## src/rtl/fft_state3.sv

```systemverilog
// Third radix-2 stage of the 32-point MDC FFT: scaled butterfly, W8 twiddle on the
// difference path, and a delay-switch-delay commutator that regroups lanes for stage 4.
module fft_state3 #(
    parameter int WIDTH = 9,
    parameter int DELAY = 2
) (
    input  logic                    clk,
    input  logic                    rst_n,
    input  logic                    in_valid,
    input  logic signed [WIDTH-1:0] in_up_re,
    input  logic signed [WIDTH-1:0] in_up_im,
    input  logic signed [WIDTH-1:0] in_lo_re,
    input  logic signed [WIDTH-1:0] in_lo_im,
    output logic                    out_valid,
    output logic signed [WIDTH-1:0] out_up_re,
    output logic signed [WIDTH-1:0] out_up_im,
    output logic signed [WIDTH-1:0] out_lo_re,
    output logic signed [WIDTH-1:0] out_lo_im
);

    localparam int PH = $clog2(DELAY);
    localparam int PW = WIDTH + 10;
    localparam int CW = 2 * WIDTH;
    localparam logic signed [PW-1:0] RND    = PW'(64);
    localparam logic signed [PW-1:0] SAT_HI = PW'((2 ** (WIDTH - 1)) - 1);
    localparam logic signed [PW-1:0] SAT_LO = ~SAT_HI;

    // ---------------- R1: input register ----------------
    logic                    v1_q;
    logic signed [WIDTH-1:0] u1_re_q, u1_im_q, l1_re_q, l1_im_q;

    always_ff @(posedge clk or negedge rst_n) begin
        if (!rst_n) begin
            v1_q    <= 1'b0;
            u1_re_q <= '0;
            u1_im_q <= '0;
            l1_re_q <= '0;
            l1_im_q <= '0;
        end else begin
            v1_q <= in_valid;
            if (in_valid) begin
                u1_re_q <= in_up_re;
                u1_im_q <= in_up_im;
                l1_re_q <= in_lo_re;
                l1_im_q <= in_lo_im;
            end
        end
    end

    // ---------------- R2: butterfly with 1/2 scaling ----------------
    logic signed [WIDTH:0] sum_re_d, sum_im_d, dif_re_d, dif_im_d;

    assign sum_re_d = {u1_re_q[WIDTH-1], u1_re_q} + {l1_re_q[WIDTH-1], l1_re_q};
    assign sum_im_d = {u1_im_q[WIDTH-1], u1_im_q} + {l1_im_q[WIDTH-1], l1_im_q};
    assign dif_re_d = {u1_re_q[WIDTH-1], u1_re_q} - {l1_re_q[WIDTH-1], l1_re_q};
    assign dif_im_d = {u1_im_q[WIDTH-1], u1_im_q} - {l1_im_q[WIDTH-1], l1_im_q};

    logic                    v2_q;
    logic signed [WIDTH-1:0] s2_re_q, s2_im_q, d2_re_q, d2_im_q;
    logic [3:0]              idx_q, idx_d;

    // Frame position of the sample sitting in R2; 16 pairs per 32-point frame.
    assign idx_d = (idx_q == 4'd15) ? 4'd0 : idx_q + 4'd1;

    always_ff @(posedge clk or negedge rst_n) begin
        if (!rst_n) begin
            v2_q    <= 1'b0;
            idx_q   <= '0;
            s2_re_q <= '0;
            s2_im_q <= '0;
            d2_re_q <= '0;
            d2_im_q <= '0;
        end else begin
            v2_q <= v1_q;
            if (v1_q) begin
                s2_re_q <= WIDTH'(sum_re_d >>> 1);
                s2_im_q <= WIDTH'(sum_im_d >>> 1);
                d2_re_q <= WIDTH'(dif_re_d >>> 1);
                d2_im_q <= WIDTH'(dif_im_d >>> 1);
            end
            if (v2_q) begin
                idx_q <= idx_d;
            end
        end
    end

    // ---------------- Twiddle W8^k, Q1.7 ----------------
    logic signed [8:0] w_re, w_im;

    always_comb begin
        w_re = 9'sd128;
        w_im = 9'sd0;
        case (idx_q[1:0])
            2'd0: begin w_re = 9'sd128;  w_im = 9'sd0;    end
            2'd1: begin w_re = 9'sd91;   w_im = -9'sd91;  end
            2'd2: begin w_re = 9'sd0;    w_im = -9'sd128; end
            2'd3: begin w_re = -9'sd91;  w_im = -9'sd91;  end
            default: begin w_re = 9'sd128; w_im = 9'sd0; end
        endcase
    end

    // ---------------- Complex multiply, round, saturate ----------------
    logic signed [PW-1:0] dre_x, dim_x, wre_x, wim_x;
    logic signed [PW-1:0] acc_re, acc_im, rnd_re, rnd_im;
    logic signed [WIDTH-1:0] y_re_d, y_im_d;

    assign dre_x = {{(PW-WIDTH){d2_re_q[WIDTH-1]}}, d2_re_q};
    assign dim_x = {{(PW-WIDTH){d2_im_q[WIDTH-1]}}, d2_im_q};
    assign wre_x = {{(PW-9){w_re[8]}}, w_re};
    assign wim_x = {{(PW-9){w_im[8]}}, w_im};

    assign acc_re = dre_x * wre_x - dim_x * wim_x + RND;
    assign acc_im = dre_x * wim_x + dim_x * wre_x + RND;
    assign rnd_re = acc_re >>> 7;
    assign rnd_im = acc_im >>> 7;

    always_comb begin
        y_re_d = WIDTH'(rnd_re);
        y_im_d = WIDTH'(rnd_im);
        if (rnd_re > SAT_HI) begin
            y_re_d = WIDTH'(SAT_HI);
        end else if (rnd_re < SAT_LO) begin
            y_re_d = WIDTH'(SAT_LO);
        end
        if (rnd_im > SAT_HI) begin
            y_im_d = WIDTH'(SAT_HI);
        end else if (rnd_im < SAT_LO) begin
            y_im_d = WIDTH'(SAT_LO);
        end
    end

    // ---------------- R3: s realigned with twiddled d ----------------
    logic                    v3_q;
    logic signed [WIDTH-1:0] x_re_q, x_im_q, y_re_q, y_im_q;

    always_ff @(posedge clk or negedge rst_n) begin
        if (!rst_n) begin
            v3_q   <= 1'b0;
            x_re_q <= '0;
            x_im_q <= '0;
            y_re_q <= '0;
            y_im_q <= '0;
        end else begin
            v3_q <= v2_q;
            if (v2_q) begin
                x_re_q <= s2_re_q;
                x_im_q <= s2_im_q;
                y_re_q <= y_re_d;
                y_im_q <= y_im_d;
            end
        end
    end

    // ---------------- Commutator and output register ----------------
    logic [CW-1:0] yd_q [DELAY];
    logic [CW-1:0] td_q [DELAY];
    logic [PH:0]   t_q;
    logic          primed_q;
    logic          out_valid_q;
    logic [CW-1:0] out_up_q, out_lo_q;
    logic [CW-1:0] x_c, y_c, top_c, bot_c;
    logic          phase;

    assign x_c   = {x_re_q, x_im_q};
    assign y_c   = {y_re_q, y_im_q};
    assign phase = t_q[PH];
    // Phase 1 crosses the delayed y stream into the upper path.
    assign top_c = phase ? yd_q[DELAY-1] : x_c;
    assign bot_c = phase ? x_c : yd_q[DELAY-1];

    always_ff @(posedge clk or negedge rst_n) begin
        if (!rst_n) begin
            for (int i = 0; i < DELAY; i++) begin
                yd_q[i] <= '0;
                td_q[i] <= '0;
            end
            t_q         <= '0;
            primed_q    <= 1'b0;
            out_valid_q <= 1'b0;
            out_up_q    <= '0;
            out_lo_q    <= '0;
        end else begin
            out_valid_q <= v3_q & primed_q;
            if (v3_q) begin
                for (int i = DELAY - 1; i > 0; i--) begin
                    yd_q[i] <= yd_q[i-1];
                    td_q[i] <= td_q[i-1];
                end
                yd_q[0]  <= y_c;
                td_q[0]  <= top_c;
                t_q      <= t_q + (PH+1)'(1);
                out_up_q <= td_q[DELAY-1];
                out_lo_q <= bot_c;
                if (t_q == (PH+1)'(DELAY - 1)) begin
                    primed_q <= 1'b1;
                end
            end
        end
    end

    assign out_valid = out_valid_q;
    assign out_up_re = out_up_q[CW-1:WIDTH];
    assign out_up_im = out_up_q[WIDTH-1:0];
    assign out_lo_re = out_lo_q[CW-1:WIDTH];
    assign out_lo_im = out_lo_q[WIDTH-1:0];

endmodule

```

## config.mk

```make
export PLATFORM = sky130hd
export DESIGN_NAME = fft_state3
export DESIGN_NICKNAME = d
export VERILOG_FILES = /design/src/rtl/fft_state3.sv
export SDC_FILE = /design/constraint.sdc
export NUM_CORES = 1
export LEC_CHECK = 0
export ABC_AREA = 1
export CORE_MARGIN = 10
export CORE_UTILIZATION = 56
export CTS_CLUSTER_DIAMETER = 80
export DETAILED_ROUTE_END_ITERATION = 8
export DONT_BUFFER_PORTS = 1
export PLACE_DENSITY = 0.79
export SYNTH_ARGS = -nofsm -noshare
export SYNTH_HDL_FRONTEND = slang
export SYNTH_SLANG_ARGS = --single-unit
```

## constraint.sdc

```tcl
create_clock -name clk -period 12.04 [get_ports clk]
set_clock_uncertainty 0.1 [all_clocks]
set_input_delay 3.612 -clock clk [delete_from_list [all_inputs] [get_ports clk]]
set_output_delay 3.612 -clock clk [all_outputs]
set_load 0.005 [all_outputs]
```

# After elaboration in Yosys (flattened, before gate mapping)
# Cells that the tools add are included.
# W data, S select, Z words.
# word_totals
register_bits	227
input_bits	39
wordCells	61
# op_classes
n_reduce_logical	3
magnitude_cmp	4
n_mul	4
add_sub_neg	10
eq_ne	5
bitwise	1
mux	9
# op_table
operator	n
$mul A9 B9 Y18	4
$add A19 B8 Y19 const B	2
$mux W18	2
$mux W9	4
$pmux W9 S4	1
$pmux W9 S3	1
$gt A12 B9 Y1 const B	2
$lt A12 B9 Y1 const B	2
$add A9 B9 Y10	2
$sub A9 B9 Y10	2
$add A18 B18 Y19	1
$sub A18 B18 Y19	1
$add A4 B1 Y4 const B	1
$eq A2 B1 Y1 const B	2
$eq A2 B2 Y1 const B	2
$eq A4 B4 Y1 const B	1
$mux W4	1
$add A2 B1 Y2 const B	1
$logic_not A2 Y1	1
$reduce_and A2 Y1	1
$reduce_or A2 Y1	1
$and A1 B1 Y1	1

# Longest topological paths before layout
# Gate-level depths: netlist (run 1).
# logic_depth
word_depth	9
depth_mapped	33
depth_no_buf	31

# Worst setup path after synthesis (run 1)
# No wires, ideal clock.
# synth_path
path_type	reg-to-reg
start	reg idx_q[0]
end	reg y_im_q[0]
synth_period_minus_slack_ns	7.000
path_slack_ns	5.040
path_stages_with_launch	27
setup_ns	0.130
arrival_ns	6.770
cell_sequence	dfrtp_1 -> ha_1 -> inv_2 -> nand2_1 -> nand2_1 -> fa_1 -> inv_1 -> fa_1 -> fa_1 -> fa_1 -> fa_1 -> fa_1 -> inv_1 -> fa_1 -> inv_1 -> ha_1 -> a21oi_1 -> a21boi_0 -> nand2_2 -> nand2_2 -> nand2_2 -> nand2_2 -> nand2_1 -> nand2_1 -> nand2_2 -> a21oi_4 -> a21oi_1
# synth_via
elab_chain_cells	9
# synth_lines
item	line	text
from (decl)	60	logic [3:0] idx_q, idx_d;
from (signal assigned)	82	idx_q <= idx_d;
$eq A2 B2 Y1 / $eq A2 B1 Y1 (equally long branches)	93	case (idx_q[1:0])
$reduce_or A2 Y1 (no source line)	--	
$pmux W9 S3	93	
$mul A9 B9 Y18	113	assign acc_im = dre_x * wim_x + dim_x * wre_x + RND;
$add A18 B18 Y19 *	113	
$add A19 B8 Y19 *	113	
$lt A12 B9 Y1	127	end else if (rnd_im < SAT_LO) begin
$mux W9	127	
$mux W9 *	125	if (rnd_im > SAT_HI) begin
to (signal assigned)	149	y_im_q <= y_im_d;
to (decl)	134	logic signed [WIDTH-1:0] x_re_q, x_im_q, y_re_q, y_im_q;
# Mark *: on every way between the ends. The rest lies on a longest branch, timed or not. The select of a mux whose other input is x is not followed.
# A chain may end at the register's enable or synchronous reset.

# Worst setup path after layout (run 1)
# layout_path
start	reg idx_q[0]
end	reg y_im_q[7]
# The elaborated chain is that of the path after synthesis.

==> results.sh, run 1 <==
export IMPL_min_period_ns=7.61
export IMPL_hold_violations=0
export IMPL_synth_area_leaders="dfrtp_1 27%, fa_1 23%, ha_1 13%, nand2_1 11%, inv_1 8.4%"
export IMPL_grt_pass1_wl_um=79100
export IMPL_synthCells=2435
export IMPL_max_cap_violations=0
export IMPL_synth_cell_types=41
export IMPL_crit_family="adder cells"
export IMPL_pin_count=76
export IMPL_ys_warnings_count=0
export IMPL_endpoint_kind="register"
export IMPL_ctsHoldBuffers=0
export IMPL_hp_start="primed_q"
export IMPL_syn_area_um2=20800
export IMPL_synth_nets=2921
export IMPL_crit_top_cell="fa_1"
export IMPL_dieHeight_um=213
export IMPL_met1_length_um=20400
export IMPL_synthFlopType="dfrtp_1"
export IMPL_synth_seq_cells=227
export IMPL_core_um2=36600
export IMPL_arrival_ns=7.92
export IMPL_cts_buffers=26
export IMPL_cpMaxStageDelayCell="nand2_1"
export IMPL_ys_seq_area_frac=0.274
export IMPL_cts_setup_buffers=0
export IMPL_drt_total_wl_um=47800
export IMPL_die_area_um2=45200
export IMPL_start_util=0.567
export IMPL_wl_met2_um=23300
export IMPL_synth_most_common_cell="nand2_1"
export IMPL_avgSynthCellArea_um2=8.52
export IMPL_hpwl_um=38300
export IMPL_cts_sinks=227
export IMPL_crit_start="idx_q[0]"
export IMPL_viasPerCell=5.36
export IMPL_maxUsedRoutingLayer="met4"
export IMPL_rsz0062_at_grt="false"
export IMPL_clk_pin_slew_ns=0.06
export IMPL_wl_per_cell_um=16.6
export IMPL_status="finished, final reports clean"
export IMPL_ctsRootBufferMaster="clkbuf_16"
export IMPL_synth_top_cell_area_share=0.274
export IMPL_drc=0
export IMPL_slowest_delay_ns=0.74
export IMPL_cts_tree="yes"
export IMPL_synth_edff_count=0
export IMPL_tightest_slew_ns=1.05
export IMPL_yosys_top_cells_count="617 x nand2_1, 465 x inv_1, 238 x fa_1, 227 x dfrtp_1, 209 x ha_1"
export IMPL_ctsResizeCount=0
export IMPL_htreeDepth=1
export IMPL_max_freq_ghz=0.131
export IMPL_hold_path_class="register to register"
export IMPL_synth_top_area_cell="dfrtp_1"
export IMPL_relSlewSlack=0.297
export IMPL_route_met3_wl_um=2960
export IMPL_cp_max_fo=17
export IMPL_slew_viol_final=0
export IMPL_io_buffers=0
export IMPL_drive_gt1_frac=0.0450
export IMPL_r2r_start="idx_q[0]"
export IMPL_async_flop_share=1.00
export IMPL_nets=2889
export IMPL_gp_congestion=0.971
export IMPL_critical_path_class="register to register"
export IMPL_areaGrowthSynthToFinish_pct=5.76
export IMPL_grt_overflow=0
export IMPL_finalSetupTns_ns=0
export IMPL_ant_nets=0
export IMPL_path_buf_inv=4
export IMPL_vias=15500
export IMPL_cp_start_kind="register"
export IMPL_fin_crit_sh=0.632
export IMPL_row_count=70
export IMPL_grt_max_degree=228
export IMPL_firstDrtPassIters=7
export IMPL_cp_required_ns=12.35
export IMPL_die_w_um=213
export IMPL_diodes=0
export IMPL_r2r_slack_ns=4.43
export IMPL_cts_max_path_buffers=3
export IMPL_setup_viol=0
export IMPL_grt_pass1_vias=15500
export IMPL_drt_iter0_drc=1257
export IMPL_antenna_found_initial=0
export IMPL_track_usage=0.218
export IMPL_clk_latency_ns=0.55
## final timing paths
check,cells past startpoint,to
worst max-delay path,26,y_im_q[7]
worst min-delay path,1,primed_q
worst max register to register,26,y_im_q[7]
worst min register to register,1,primed_q
max in group asynchronous,0,idx_q[3]
min in group asynchronous,0,y_im_q[4]
## placed cells by master, fill, tap and decap left out, types with 4 or more instances in the layout
master,count
clkinv_2,5
nor3_1,6
clkbuf_16,26
inv_1,464
o21bai_1,9
nor2_1,176
fa_1,238
mux2_2,16
nor2_4,4
xnor2_1,15
o22ai_1,5
dfrtp_1,226
nand4_1,5
buf_4,9
nand3_1,42
xor2_1,43
nand2_2,21
nand3_2,7
ha_1,209
clkbuf_1,5
nand2_1,617
clkbuf_8,4
a21oi_1,72
o21ai_0,160
## worst register-to-register path: stages (launching register included)
cell and delay, ns:
dfrtp_1 0.47, ha_1 0.26, inv_2 0.25, nand2_1 0.15, nand2_1 0.74, fa_1 0.57
inv_1 0.09, fa_1 0.43, fa_1 0.48, fa_1 0.52, fa_1 0.52, fa_1 0.55
inv_1 0.06, fa_1 0.52, inv_1 0.04, ha_1 0.34, a21oi_1 0.20, a21boi_0 0.25
nand2_2 0.13, nand2_2 0.08, nand2_2 0.06, nand2_2 0.07, nand2_1 0.07, nand2_1 0.10
nand2_2 0.07, a21oi_4 0.25, a21oi_1 0.11
## registers in the layout, summed over array words and instances, names as in the netlist
register and flops:
l1_im_q 9, idx_q 4, td_q 36, u1_im_q 9
y_re_q 9, out_valid 1, x_re_q 9, v2_q 1
x_im_q 9, y_im_q 9, d2_re_q 9, s2_re_q 9
u1_re_q 9, v3_q 1, yd_q 36, out_lo_q 18
d2_im_q 9, out_up_q 18, primed_q 1, t_q 2
v1_q 1, s2_im_q 9, l1_re_q 9
## layer usage
metal,GRT usage,vias up
li1,-,7351
met1,0.293,7654
met2,0.364,414
met3,0.0305,80
met4,0.0519,0
met5,0,-
## per-stage QoR
step           instances  instance area (um^2)  hold slack (ns)   util  worst slack, ns
3_5_place_dp        2843                 21100            0.352  0.577             4.44
3_3_place_gp        2843                 21100            0.338  0.577             4.62
4_1_cts             2889                 21900            0.365  0.600             4.43
2_1_floorplan       2435                 20800            0.252      -             5.04
5_1_grt             2889                 21900            0.384  0.600             3.98
6_report            2889                 21900            0.359  0.600             4.43
## layout make-up
type	count	area, um^2
fillers	3150	14700
multi-input cells	1672	13000
flip-flops and latches	227	5680
inverters	467	1750
clock buffers	35	724
well taps	468	586
clock inverters	11	88.8
repair buffers	9	67.6
## kinds of logic (layout without fill, tap and decap cells)
family          after synthesis  in the layout  share of synthesized area
flops                       227            227                      0.274
fa+ha+maj                   447            447                      0.356
simple gates                885            885                      0.171
xor+xnor                     58             58                     0.0245
mux                          16             16                    0.00868
buf+inv                     536            522                     0.0976
compound gates              266            266                     0.0692
Power of run 1 is left out: the tool's default activity adds up to more than one toggle a clock period on the data nets, which glitch-free logic cannot reach.
==> run 2: changes to the inputs <==
--- a/config.mk
+++ b/config.mk
@@ -11,7 +11,7 @@
 export CTS_CLUSTER_DIAMETER = 80
 export DETAILED_ROUTE_END_ITERATION = 8
 export DONT_BUFFER_PORTS = 1
-export PLACE_DENSITY = 0.79
+export PLACE_DENSITY = 0.82
 export SYNTH_ARGS = -nofsm -noshare
 export SYNTH_HDL_FRONTEND = slang
 export SYNTH_SLANG_ARGS = --single-unit
==> constraint.sdc (replaced) <==
create_clock -name clk -period 6.6 [get_ports clk]
set_clock_uncertainty 0.1 [all_clocks]
set_input_delay 1.98 -clock clk [delete_from_list [all_inputs] [get_ports clk]]
set_output_delay 1.98 -clock clk [all_outputs]
set_load 0.005 [all_outputs]
==> run 2 against run 1 <==
  * Routed wire length grew 7.7%
  * Sequential share of layout area shrank 1.6 points
  * Hold slack gained 0.0033 ns
  * Register-to-register slack lost 4.4 ns
  * Critical path type unchanged
==> results.sh, run 2 (synthesis results as in run 1) <==
export IMPL_grt_max_degree=228
export IMPL_ant_nets=0
export IMPL_utilization=0.640
export IMPL_slowest_delay_ns=0.55
export IMPL_cts_tree="yes"
export IMPL_grt_pass1_wl_um=82300
export IMPL_crit_top_cell="fa_1"
export IMPL_ctsRootBufferMaster="clkbuf_16"
export IMPL_antenna_found_initial=0
export IMPL_cpMaxStageDelayCell="fa_1"
export IMPL_place_ws_ns=-0.144
export IMPL_track_usage=0.226
export IMPL_numPlacedInstances=2907
export IMPL_cp_required_ns=6.95
export IMPL_vias=16200
export IMPL_endpoint_kind="register"
export IMPL_clk_pin_slew_ns=0.06
export IMPL_cp_start_kind="register"
export IMPL_hold_path_endpoint="primed_q"
export IMPL_cts_sinks=227
export IMPL_mostFrequentLayoutCells="596 x nand2_1, 452 x inv_1, 233 x fa_1"
export IMPL_io_buffers=0
export IMPL_grt_pass1_vias=16500
export IMPL_pin_count=76
export IMPL_grt_overflow=0
export IMPL_drt_total_wl_um=51500
export IMPL_reg_top3="td_q: 36 flops, yd_q: 36 flops"
export IMPL_cts_buffers=27
export IMPL_die_w_um=213
export IMPL_route_met3_wl_um=3240
export IMPL_min_path_cells=1
export IMPL_hpwl_um=39400
export IMPL_max_cap_violations=0
export IMPL_critical_path_class="register to register"
export IMPL_hold_path_class="register to register"
export IMPL_path_buf_inv=4
export IMPL_cts_max_path_buffers=3
export IMPL_areaGrowthSynthToFinish_pct=12.9
export IMPL_relSlewSlack=0.307
export IMPL_gp_congestion=0.955
export IMPL_r2r_slack_ns=0.04
export IMPL_core_um2=36600
export IMPL_wl_met2_um=25000
export IMPL_max_freq_ghz=0.152
export IMPL_status="finished, final reports clean"
export IMPL_diodes=0
export IMPL_met1_length_um=21100
export IMPL_start_util=0.567
export IMPL_r2r_start="idx_q[1]"
export IMPL_dieHeight_um=213
export IMPL_maxUsedRoutingLayer="met4"
export IMPL_setup_viol=0
export IMPL_finalWorstSetupSlack_ns=0.0424
export IMPL_final_common_cell="nand2_1"
export IMPL_final_cells=2978
export IMPL_row_count=70
export IMPL_rsz0062_at_grt="true"
export IMPL_htreeDepth=1
export IMPL_finalSetupTns_ns=0
export IMPL_arrival_ns=6.90
export IMPL_reg2regPathDepth=26
export IMPL_hold_violations=0
export IMPL_drive_gt1_frac=0.125
export IMPL_drt_iter0_drc=1302
export IMPL_cp_max_fo=9
export IMPL_viasPerCell=5.44
export IMPL_nets=2976
export IMPL_die_area_um2=45200
export IMPL_clk_latency_ns=0.56
export IMPL_r2r_end="y_im_q[3]"
export IMPL_fin_crit_sh=0.994
export IMPL_drc=0
export IMPL_hp_start="primed_q"
export IMPL_min_period_ns=6.56
export IMPL_crit_family="adder cells"
export IMPL_firstDrtPassIters=6
export IMPL_wl_per_cell_um=17.3
export IMPL_tightest_slew_ns=1.04
export IMPL_slew_viol_final=0
==> run 2: changes by cell type in the layout (fill, tap and decap cells not counted), moves of 7 or more <==
cell,previous run,this run
a21oi_1,72,41
a21oi_2,0,31
buf_4,9,84
ha_1,209,188
ha_4,0,19
inv_1,464,452
inv_2,2,11
nand2_1,617,596
nand2_2,21,37
nor2_1,176,168
nor2_2,0,7
==> run 2: worst max-delay path by stage <==
stage                      to  cells after the start     start
floorplan           y_im_q[0]                     28  idx_q[1]
global placement    y_im_q[2]                     26  idx_q[0]
detailed placement  y_im_q[5]                     21  idx_q[1]
CTS                 y_re_q[7]                     28  idx_q[1]
global route        y_im_q[3]                     29  idx_q[1]
finish              y_im_q[3]                     26  idx_q[1]
==> run 2: cell type report <==
type | count | area [um^2]
fill | 2823 | 13200
clock buffer | 32 | 734
sequential | 227 | 5680
tap | 468 | 586
timing repair buffer | 95 | 797
clock inverter | 17 | 256
multi-input combinational | 1672 | 13600
inverter | 467 | 1760
==> run 2: stage by stage <==
step | instance area (um^2) | hold slack (ns)
2_1_floorplan | 20800 | 0.252
3_3_place_gp | 21700 | 0.338
3_5_place_dp | 21700 | 0.344
4_1_cts | 22700 | 0.364
5_1_grt | 23400 | 0.366
6_report | 23400 | 0.363
==> run 2: routing by layer <==
metal / up-vias / track usage
li1: 7528 / -
met1: 7976 / 0.292
met2: 559 / 0.375
met3: 140 / 0.0343
met4: 0 / 0.0859
met5: - / 0
==> run 2: repair_timing <==
action | in CTS | in global routing
gates cloned | 0 | 0
hold buffers | 0 | 0
setup endpoints to repair | 16 | 18
buffers inserted | 0 | 22
resized for setup | 10 | 137
pin swaps | 7 | 50
Power of run 2 is left out for the same reason.
